[config.mk]
export PLATFORM = sky130hd
export DESIGN_NAME = wb_timer_multi_flat
export DESIGN_NICKNAME = d
export VERILOG_FILES = /design/src/rtl/wb_timer_multi_if.sv /design/src/rtl/wb_timer_multi.sv /design/src/flat_wrapper.sv
export SDC_FILE = /design/constraint.sdc
export NUM_CORES = 1
export LEC_CHECK = 0
export BUFFER_PORTS_ARGS = -buffer_cell sky130_fd_sc_hd__buf_2
export CORE_MARGIN = 1.5
export CORE_UTILIZATION = 35
export DETAILED_ROUTE_END_ITERATION = 10
export GPL_TIMING_DRIVEN = 0
export HOLD_SLACK_MARGIN = 0.03
export PLACE_DENSITY = 0.49
export SYNTH_ARGS = -nofsm -noshare
export SYNTH_HDL_FRONTEND = slang
export SYNTH_SLANG_ARGS = --single-unit
[constraint.sdc]
create_clock -name clk -period 3.15 [get_ports clk]
set_input_delay 0.1575 -clock clk [delete_from_list [all_inputs] [get_ports clk]]
set_output_delay 0.1575 -clock clk [all_outputs]
set_load 0.03 [all_outputs]
[src/rtl/wb_timer_multi_if.sv]
// Wishbone slave bus bundle for wb_timer_multi.
//   wb_cyc_i/wb_stb_i/wb_we_i : cycle, strobe, write enable (master -> slave)
//   wb_sel_i                  : byte enables, writes only
//   wb_adr_i/wb_dat_i         : byte address / write data
//   wb_dat_o/wb_ack_o         : registered read data / acknowledge (slave -> master)
interface wb_timer_multi_if;
  logic        wb_cyc_i;
  logic        wb_stb_i;
  logic        wb_we_i;
  logic [3:0]  wb_sel_i;
  logic [31:0] wb_adr_i;
  logic [31:0] wb_dat_i;
  logic [31:0] wb_dat_o;
  logic        wb_ack_o;

  modport master (
    output wb_cyc_i, wb_stb_i, wb_we_i, wb_sel_i, wb_adr_i, wb_dat_i,
    input  wb_dat_o, wb_ack_o
  );

  modport slave (
    input  wb_cyc_i, wb_stb_i, wb_we_i, wb_sel_i, wb_adr_i, wb_dat_i,
    output wb_dat_o, wb_ack_o
  );
endinterface

[src/rtl/wb_timer_multi.sv]
// Multi-channel Wishbone compare timer.
// NUM_CH independent channels share one prescaler; each channel counts prescaler
// ticks up to its COMPARE value, raises a W1C flag and either restarts (periodic)
// or stops (one-shot). irq_o is the registered OR of IE-enabled flags.
// Ports:
//   clk, rst_n : clock, asynchronous active-low reset
//   wb         : Wishbone slave bundle (wb_timer_multi_if.slave)
//   irq_o      : level interrupt, registered

// One timer channel: CTRL bits, COUNT, COMPARE and match flag.
module wb_timer_ch #(
  parameter int CNT_W = 32
) (
  input  logic             clk,
  input  logic             rst_n,
  input  logic             tick_i,
  input  logic             ctrl_we_i,
  input  logic [2:0]       ctrl_wd_i,
  input  logic             cnt_we_i,
  input  logic [CNT_W-1:0] cnt_wd_i,
  input  logic             cmp_we_i,
  input  logic [CNT_W-1:0] cmp_wd_i,
  input  logic             start_i,
  input  logic             w1c_i,
  output logic             en_o,
  output logic             os_o,
  output logic             ie_o,
  output logic             flag_o,
  output logic [CNT_W-1:0] cnt_o,
  output logic [CNT_W-1:0] cmp_o
);
  logic             en_q, en_d, os_q, os_d, ie_q, ie_d, flag_q, flag_d;
  logic [CNT_W-1:0] cnt_q, cnt_d, cmp_q, cmp_d;

  // Ordering below encodes priority: later assignments win.
  always_comb begin
    en_d   = en_q;
    os_d   = os_q;
    ie_d   = ie_q;
    cnt_d  = cnt_q;
    cmp_d  = cmp_q;
    flag_d = flag_q & ~w1c_i;
    if (tick_i && en_q) begin
      if (cnt_q == cmp_q) begin
        flag_d = 1'b1;            // hw set beats a same-cycle W1C
        cnt_d  = '0;
        if (os_q) en_d = 1'b0;
      end else begin
        cnt_d = cnt_q + 1'b1;
      end
    end
    if (ctrl_we_i) {ie_d, os_d, en_d} = ctrl_wd_i;  // beats one-shot auto-clear
    if (start_i)   en_d  = 1'b1;
    if (cnt_we_i)  cnt_d = cnt_wd_i;                 // beats the tick
    if (cmp_we_i)  cmp_d = cmp_wd_i;
  end

  always_ff @(posedge clk or negedge rst_n) begin
    if (!rst_n) begin
      en_q   <= 1'b0;
      os_q   <= 1'b0;
      ie_q   <= 1'b0;
      flag_q <= 1'b0;
      cnt_q  <= '0;
      cmp_q  <= '1;
    end else begin
      en_q   <= en_d;
      os_q   <= os_d;
      ie_q   <= ie_d;
      flag_q <= flag_d;
      cnt_q  <= cnt_d;
      cmp_q  <= cmp_d;
    end
  end

  assign en_o   = en_q;
  assign os_o   = os_q;
  assign ie_o   = ie_q;
  assign flag_o = flag_q;
  assign cnt_o  = cnt_q;
  assign cmp_o  = cmp_q;
endmodule

module wb_timer_multi #(
  parameter int NUM_CH = 4,
  parameter int CNT_W  = 32,
  parameter int PSC_W  = 16
) (
  input  logic            clk,
  input  logic            rst_n,
  wb_timer_multi_if.slave wb,
  output logic            irq_o
);
  // Replace the bytes of old_v selected by be with those of new_v.
  function automatic logic [31:0] bmerge(input logic [31:0] old_v,
                                         input logic [31:0] new_v,
                                         input logic [3:0]  be);
    logic [31:0] r;
    r = old_v;
    for (int b = 0; b < 4; b++)
      if (be[b]) r[8*b +: 8] = new_v[8*b +: 8];
    return r;
  endfunction

  logic                         ack_q, ack_d, irq_q, irq_d;
  logic [31:0]                  dat_q, dat_d, rd_mux;
  logic [PSC_W-1:0]             psc_q, psc_d, pcnt_q, pcnt_d;
  logic [31:0]                  adr, wmask;
  logic [3:0]                   sel;
  logic                         acc, wr, ch_win, psc_we, sts_we, start_we;
  logic                         any_en, tick;
  logic [NUM_CH-1:0]            en_a, os_a, ie_a, flag_a;
  logic [NUM_CH-1:0][CNT_W-1:0] cnt_a, cmp_a;
  logic                         unused_ok;

  assign adr    = wb.wb_adr_i;
  assign sel    = wb.wb_sel_i;
  // Accept only when no ACK is outstanding: one idle cycle between accesses.
  assign acc    = wb.wb_cyc_i & wb.wb_stb_i & ~ack_q;
  assign wr     = acc & wb.wb_we_i;
  assign ch_win = ~adr[7];
  // Write data with unselected bytes zeroed; used for bit-mask registers.
  assign wmask  = bmerge(32'h0, wb.wb_dat_i, sel);

  assign psc_we   = wr & (adr[7:2] == 6'h20) & (|sel);
  assign sts_we   = wr & (adr[7:2] == 6'h21);
  assign start_we = wr & (adr[7:2] == 6'h22);

  assign unused_ok = ^{adr[31:8], adr[1:0], wmask};

  for (genvar n = 0; n < NUM_CH; n++) begin : g_ch
    logic hit;
    assign hit = wr & ch_win & (adr[6:4] == 3'(n));
    wb_timer_ch #(.CNT_W(CNT_W)) u_ch (
      .clk       (clk),
      .rst_n     (rst_n),
      .tick_i    (tick),
      .ctrl_we_i (hit & (adr[3:2] == 2'd0) & sel[0]),
      .ctrl_wd_i (wmask[2:0]),
      .cnt_we_i  (hit & (adr[3:2] == 2'd1) & (|sel)),
      .cnt_wd_i  (CNT_W'(bmerge(32'(cnt_a[n]), wb.wb_dat_i, sel))),
      .cmp_we_i  (hit & (adr[3:2] == 2'd2) & (|sel)),
      .cmp_wd_i  (CNT_W'(bmerge(32'(cmp_a[n]), wb.wb_dat_i, sel))),
      .start_i   (start_we & wmask[n]),
      .w1c_i     (sts_we & wmask[n]),
      .en_o      (en_a[n]),
      .os_o      (os_a[n]),
      .ie_o      (ie_a[n]),
      .flag_o    (flag_a[n]),
      .cnt_o     (cnt_a[n]),
      .cmp_o     (cmp_a[n])
    );
  end

  // Shared prescaler, parked at 0 whenever every channel is disabled.
  assign any_en = |en_a;
  assign tick   = any_en & (pcnt_q == psc_q);

  always_comb begin
    psc_d  = psc_q;
    pcnt_d = pcnt_q;
    if (!any_en || tick) pcnt_d = '0;
    else                 pcnt_d = pcnt_q + 1'b1;
    if (psc_we) begin
      psc_d  = PSC_W'(bmerge(32'(psc_q), wb.wb_dat_i, sel));
      pcnt_d = '0;
    end
  end

  always_comb begin
    rd_mux = 32'h0;
    if (ch_win) begin
      for (int i = 0; i < NUM_CH; i++) begin
        if (adr[6:4] == 3'(i)) begin
          case (adr[3:2])
            2'd0:    rd_mux = {29'd0, ie_a[i], os_a[i], en_a[i]};
            2'd1:    rd_mux = 32'(cnt_a[i]);
            2'd2:    rd_mux = 32'(cmp_a[i]);
            default: rd_mux = 32'h0;
          endcase
        end
      end
    end else begin
      case (adr[7:2])
        6'h20:   rd_mux = 32'(psc_q);
        6'h21:   rd_mux = 32'(flag_a);
        default: rd_mux = 32'h0;
      endcase
    end
  end

  assign ack_d = acc;
  assign dat_d = (acc && !wb.wb_we_i) ? rd_mux : 32'h0;
  assign irq_d = |(flag_a & ie_a);

  always_ff @(posedge clk or negedge rst_n) begin
    if (!rst_n) begin
      ack_q  <= 1'b0;
      dat_q  <= 32'h0;
      irq_q  <= 1'b0;
      psc_q  <= '0;
      pcnt_q <= '0;
    end else begin
      ack_q  <= ack_d;
      dat_q  <= dat_d;
      irq_q  <= irq_d;
      psc_q  <= psc_d;
      pcnt_q <= pcnt_d;
    end
  end

  assign wb.wb_ack_o = ack_q;
  assign wb.wb_dat_o = dat_q;
  assign irq_o       = irq_q;
endmodule

[src/flat_wrapper.sv]
// flat-port wrapper written by rule: the top's interface ports become plain ports
module wb_timer_multi_flat 
#(
  parameter int NUM_CH = 4,
  parameter int CNT_W  = 32,
  parameter int PSC_W  = 16
)
  (clk, rst_n, irq_o, wb_wb_cyc_i, wb_wb_stb_i, wb_wb_we_i, wb_wb_sel_i, wb_wb_adr_i, wb_wb_dat_i, wb_wb_dat_o, wb_wb_ack_o);
  wb_timer_multi_if wb_i ();
  input  logic clk;
  input  logic rst_n;
  output logic irq_o;
  input wire logic [$bits(wb_i.wb_cyc_i)-1:0] wb_wb_cyc_i;
  input wire logic [$bits(wb_i.wb_stb_i)-1:0] wb_wb_stb_i;
  input wire logic [$bits(wb_i.wb_we_i)-1:0] wb_wb_we_i;
  input wire logic [$bits(wb_i.wb_sel_i)-1:0] wb_wb_sel_i;
  input wire logic [$bits(wb_i.wb_adr_i)-1:0] wb_wb_adr_i;
  input wire logic [$bits(wb_i.wb_dat_i)-1:0] wb_wb_dat_i;
  output wire logic [$bits(wb_i.wb_dat_o)-1:0] wb_wb_dat_o;
  output wire logic [$bits(wb_i.wb_ack_o)-1:0] wb_wb_ack_o;
  assign wb_i.wb_cyc_i = wb_wb_cyc_i;
  assign wb_i.wb_stb_i = wb_wb_stb_i;
  assign wb_i.wb_we_i = wb_wb_we_i;
  assign wb_i.wb_sel_i = wb_wb_sel_i;
  assign wb_i.wb_adr_i = wb_wb_adr_i;
  assign wb_i.wb_dat_i = wb_wb_dat_i;
  assign wb_wb_dat_o = wb_i.wb_dat_o;
  assign wb_wb_ack_o = wb_i.wb_ack_o;
  wb_timer_multi #(.NUM_CH(NUM_CH), .CNT_W(CNT_W), .PSC_W(PSC_W)) u_core (.clk(clk), .rst_n(rst_n), .wb(wb_i), .irq_o(irq_o));
endmodule
Word-level counts from Yosys, hierarchy flattened

Index checks and enable logic that the tools add are counted.

Latch bits: 0
Bits in registers: 338
ROM bits: 0
Memories kept: 0
Memory bits (writable): 0

Multiplexer cells: 58
Equal/unequal tests: 29
Reductions and logical operators: 67
Bitwise operators: 56
Shifts and indexed selects: 0
Add/sub/neg operators: 5
$lt $le $gt $ge: 0
Div/mod/pow operators: 0
Multipliers: 0

Operators with widths:

| cell                                                             | count |
|---|---|
| 32-bit two-way mux                                               | 18 |
| 32-bit case mux with 3 select lines                              | 4 |
| 32-bit by 1-bit adder with 32-bit output (second input constant) | 4 |
| 32-bit == test                                                   | 4 |
| 2-bit AND reduction                                              | 34 |
| 1-bit AND                                                        | 49 |
| 3-bit nonzero test                                               | 12 |
| 16-bit two-way mux                                               | 2 |
| 8-bit two-way mux                                                | 4 |
| 2-bit != test (second input constant)                            | 16 |
| 16-bit case mux with 2 select lines                              | 1 |
| 1-bit two-way mux                                                | 28 |
| 6-bit == test (second input constant)                            | 3 |
| 16-bit by 1-bit adder with 16-bit output (second input constant) | 1 |
| 16-bit == test                                                   | 1 |
| 3-bit AND reduction                                              | 4 |
| 4-bit OR reduction                                               | 3 |
| 2-bit nonzero test                                               | 4 |
| 3-bit by 2-bit == test with 1-bit output (second input constant) | 2 |
| 1-bit NOT                                                        | 6 |
| 1-bit logical AND                                                | 5 |
| 4-bit AND                                                        | 1 |
| 4-bit two-way mux                                                | 1 |
| 3-bit by 1-bit == test with 1-bit output (second input constant) | 1 |
| other kinds (6)                                                  | 7 |

Longest topological paths before layout

Depth in word-level cells: 9
Gate-level depth with buffers: 11
Mapped depth without buffers: 8

By module

A second synthesis with hierarchy kept.

Cell total of the unflattened synthesis: 2,741
Area, all modules: 23,416.2 um^2

Modules (own cells, without submodules):

| module                                 | times used | cells each | area each (um^2) | seq. area each (um^2) |
|---|---|---|---|---|
| wb_timer_ch at u_core.g_ch[0].u_ch ... | 3          | 391        | 3,928.8          | 1,741.7 |
| wb_timer_multi                         | 1          | 1,169      | 7,642.3          | 1,651.6 |
| wb_timer_ch at u_core.g_ch[1].u_ch     | 1          | 399        | 3,987.6          | 1,741.7 |

Least setup slack after synthesis

Ideal clock, no wire load.

Kind: register to register
From: register u_core.ack_q, in the netlist u_core.wb.wb_ack_o
To: register u_core.g_ch[3].u_ch.cnt_q[2]
Arrival: 2,259 ps
Cell stages (with the launch flop): 10
Path slack: 770 ps
Path through: dfrtp_1 and4b_1 nand2b_1 buf_4 nor3_1 or2_1 buf_2 buf_2 o21ai_1 a22o_1

Word-level cells in the longest chain between the ends: 9
Elaborated cells on any way between the ends: 11
Those cells by class: eq/ne (1); mux (1); bitwise (7); reduce/logical (2)

Ends and longest elaborated chain:

| what                                                                 | RTL line              | text |
|---|---|---|
| start: declaration                                                   | wb_timer_multi.sv:105 | `logic ack_q, ack_d, irq_q, irq_d;` |
| start signal: assignment                                             | wb_timer_multi.sv:204 | `ack_q <= ack_d;` |
| 1-bit NOT *                                                          | wb_timer_multi.sv:119 | `assign acc = wb.wb_cyc_i & wb.wb_stb_i & ~ack_q;` |
| 1-bit AND *                                                          | wb_timer_multi.sv:119 |  |
| 1-bit AND *                                                          | wb_timer_multi.sv:120 | `assign wr = acc & wb.wb_we_i;` |
| 1-bit AND * (2 in series)                                            | wb_timer_multi.sv:133 | `assign hit = wr & ch_win & (adr[6:4] == 3'(n));` |
| 1-bit AND * (2 in series)                                            | wb_timer_multi.sv:140 | `.cnt_we_i (hit & (adr[3:2] == 2'd1) & (\|sel)),` |
| 2-bit != test (no source line) or 2-bit nonzero test (tied branches) | --                    |  |
| 2-bit AND reduction (no source line)                                 | --                    |  |
| end signal: assignment                                               | wb_timer_multi.sv:71  | `cnt_q <= cnt_d;` |
| end: declaration                                                     | wb_timer_multi.sv:33  | `logic [CNT_W-1:0] cnt_q, cnt_d, cmp_q, cmp_d;` |

Mark *: on every way between the ends. The rest lies on a longest branch, timed or not.
A chain may end at the register's enable or synchronous reset.

Final worst setup path

From: register u_core.ack_q, in the netlist u_core.wb.wb_ack_o
To: register u_core.g_ch[0].u_ch.cnt_q[30]

Word-level cells in the longest chain between the ends: 9
Elaborated cells on any way between the ends: 11
Those cells by class: eq/ne (1); mux (1); bitwise (7); reduce/logical (2)

Ends and longest elaborated chain:

| what                                                                 | RTL line |
|---|---|
| 1-bit NOT *                                                          | wb_timer_multi.sv:119 |
| 1-bit AND *                                                          | wb_timer_multi.sv:119 |
| 1-bit AND *                                                          | wb_timer_multi.sv:120 |
| 1-bit AND * (2 in series)                                            | wb_timer_multi.sv:133 |
| 1-bit AND * (2 in series)                                            | wb_timer_multi.sv:140 |
| 2-bit != test (no source line) or 2-bit nonzero test (tied branches) | -- |
| 2-bit AND reduction (no source line)                                 | -- |
| end signal: assignment                                               | wb_timer_multi.sv:71 |
| end: declaration                                                     | wb_timer_multi.sv:33 |

Marks and branches as above.

==> impl_metrics.ini <==
[outcome]
status = finished, final reports clean

[die]
die_area_mm2 = 0.0601
core_area_mm2 = 0.0578
die_h_um = 245
row_count = 88
initial_core_util_pct = 35.5
fp.dieW_um = 245
io_pins = 107

[detailed_routing]
first_pass_iters = 6
num_vias = 19501
dr.first_iter.drc_count = 2207
drc = 0
drt-wirelength-per-cell_um = 30.2
wl_mm = 93.6
postRouteAntennaNets = 0
drt-vias-per-instance = 6.28

[hold_path]
hp-class = input port to register

[grt]
gr-total-overflow = 0
grt_max_degree = 89
grt_pass1_wl_mm = 134
antenna_found_initial = 7
grt_usage_pct = 30.9
grt_pass1_vias = 18791

[timing]
setup_viol = 0
period_share_pct = 98.3
fmax_ghz = 0.323
fin_ws_ps = 52.4
fin_tns_setup_ps = 0
period_needed_ps = 3100
tightest_slew_ps = 1440
slew_headroom_pct = 3.76
finalHoldViolations = 0
drv_slew = 0
grt_setup_unrepaired = false
skew_ps = 24.1

[final_layout]
nNetsFinal = 2379
seq_area_mm2 = 0.00862
syn_to_final_growth_pct = 14.2
drive_gt1_share_pct = 20.6
final_util_pct = 40.5
multi_input_area_mm2 = 0.0110
final_area_mm2 = 0.0234
fillCellCount = 5834

[power]
power.leakage_nw = 9.70
power_density_mw_per_mm2 = 493
finalPower_w = 0.0115
ir_drop_v = 0.000429

[critical_path]
cp_slowest_cell = nand4b_1
cp_data_required_time_ps = 3690
arrival_ps = 3640
critPathKind = register to register
cpPeakStageDelay_ps = 560
path_cells = nand4b_1 > nor3_4 > nand2_1 > and3_1 > buf_2 > a21oi_1 > a2bb2o_1 > a221o_1
worstSetupStartpointType = register
end_kind = register
cp_max_fo = 10

[yosys]
synth-seq-cells = 338
synth_top_cell_by_area = dfrtp_1
synth_edf_count = 0
ys.flop_type = dfrtp_1
avgSynthCellArea_um2 = 9.38
yosysWarningCount = 0
synth_area_leaders = dfrtp_1 26%, dfstp_2 16%, mux2_2 8.1%
syn-num-nets = 2264
seq_area_frac_synth_pct = 42.0
ys_top_cells_by_count = 210 x dfrtp_1, 178 x nand2_1, 147 x mux2_2
synth.top_cell.area_share_pct = 25.6
ys_async_sr_fraction_pct = 100
syn_area_mm2 = 0.0205
syn_inst = 2186
synth_cell_type_count = 72
yosysMostFrequentCell = dfrtp_1

[run]
cap_violations = 0

[clocking]
root_buffer = clkbuf_16
cts_buffer_depth = 3
cts_buffers = 43
cts.reportedPaths.clkPinSlew_ps = 60
tritoncts = yes
cts.sinks = 338
clk_latency_ps = 600
htree_levels = 2

[place]
port_buffers = 65
dpl_worst_slack_ps = -854
placed_area_mm2 = 0.0219
dpl.hpwl_mm = 67.5
place_congestion = 0.961
==> cell usage in the layout (no fill, tap or decap), types with 21 or more instances in the layout <==
master and n:
a21oi_1 128, a221oi_1 67, a22o_1 51, a22oi_1 64, a32oi_1 21, and3_1 37
buf_2 87, clkbuf_1 125, clkbuf_16 43, dfrtp_1 210, dfstp_2 128, inv_1 65
mux2_2 147, nand2_1 178, nand3_1 89, nand4_1 37, nor2_1 138, nor3_1 45
nor4_1 51, o21ai_0 80, o2bb2ai_1 21, o31ai_1 22, xnor2_1 24, xor2_1 134
==> timing repair <==
action / 4_1_cts / 5_1_grt
resized for setup: 11 / 24
pin swaps: 1 / 0
setup endpoints to repair: 118 / 89
hold buffers: 7 / 0
buffers inserted: 1 / 0
hold endpoints to repair: 90 / 0
==> kinds of logic after synthesis <==
| kind of cell | count (synthesis) | synth area share (%) |
|---|---|---|
| AO/OA/AOI/OAI | 604 | 20.9 |
| XOR/XNOR | 158 | 6.75 |
| adder cells (fa/ha/maj) | 5 | 0.305 |
| buffers and inverters | 238 | 4.56 |
| flip-flops | 338 | 42.0 |
| multiplexers | 161 | 8.78 |
| AND/OR/NAND/NOR | 682 | 16.7 |
==> worst paths after layout <==
check / endpoint / cells past startpoint / slack (ps) / from
worst max-delay path: u_core.g_ch[0].u_ch.cnt_o[30] / 8 / 50 / u_core.wb.wb_ack_o
worst min-delay path: u_core.g_ch[1].u_ch.flag_o / 3 / 50 / wb_wb_dat_i[1]
worst max register to register: u_core.g_ch[0].u_ch.cnt_o[30] / 8 / 50 / u_core.wb.wb_ack_o
worst min register to register: u_core.g_ch[1].u_ch.flag_o / 1 / 510 / u_core.g_ch[1].u_ch.flag_o
max in group asynchronous: u_core.g_ch[3].u_ch.cmp_o[24] / 4 / 1590 / rst_n
min in group asynchronous: u_core.wb.wb_dat_o[12] / 2 / 180 / rst_n
==> per-layer routing <==
layer / GRT usage, % / vias to the layer above / wire (um)
met5: 0 / - / 0
met4: 13.0 / 0 / 3990
met3: 4.90 / 173 / 7470
met2: 47.5 / 1002 / 41900
met1: 42.9 / 9938 / 40200
li1: - / 8388 / -
==> metrics by stage <==
| stage | hold slack, ps | cells |
|---|---|---|
| 2_1_floorplan | -138 | 2186 |
| 3_3_place_gp | 495 | 3016 |
| 4_1_cts | 34.1 | 3107 |
| 6_report | 54.9 | 3103 |
| 5_1_grt | 65.9 | 3103 |
| 3_5_place_dp | 235 | 3019 |
==> critical path, delay by kind of cell (launching register included) <==
family | cells | cell delay, ps
AND/OR/NAND/NOR | 4 | 1660
buffers and inverters | 1 | 220
flip-flops | 1 | 400
AO/OA/AOI/OAI | 3 | 760
==> power breakdown <==
part,switching [W],internal (W),leakage [nW]
sequential,0.000370,0.00456,3.97
clock,0.00205,0.00289,0.688
combinational,0.00116,0.000515,5.04
==> state kept, by name, indices dropped and copies added (netlist names), 16 cells and up <==
signal                  count
u_core.pcnt_q              16
u_core.wb.wb_dat_o         32
u_core.g_ch.u_ch.cnt_o    128
u_core.psc_q               16
u_core.g_ch.u_ch.cmp_o    128
==> layout make-up <==
class / count / share of cell area (%)
Multi-Input combinational cell: 1610 / 47.1
Sequential cell: 338 / 36.8
Antenna cell: 2 / 0.0214
Inverter: 65 / 1.04
Clock buffer: 69 / 5.52
Clock inverter: 11 / 0.390
Buffer: 167 / 2.91
Timing Repair Buffer: 76 / 2.12
Tap cell: 765 / 4.09
(Power assumes the default switching activity.)
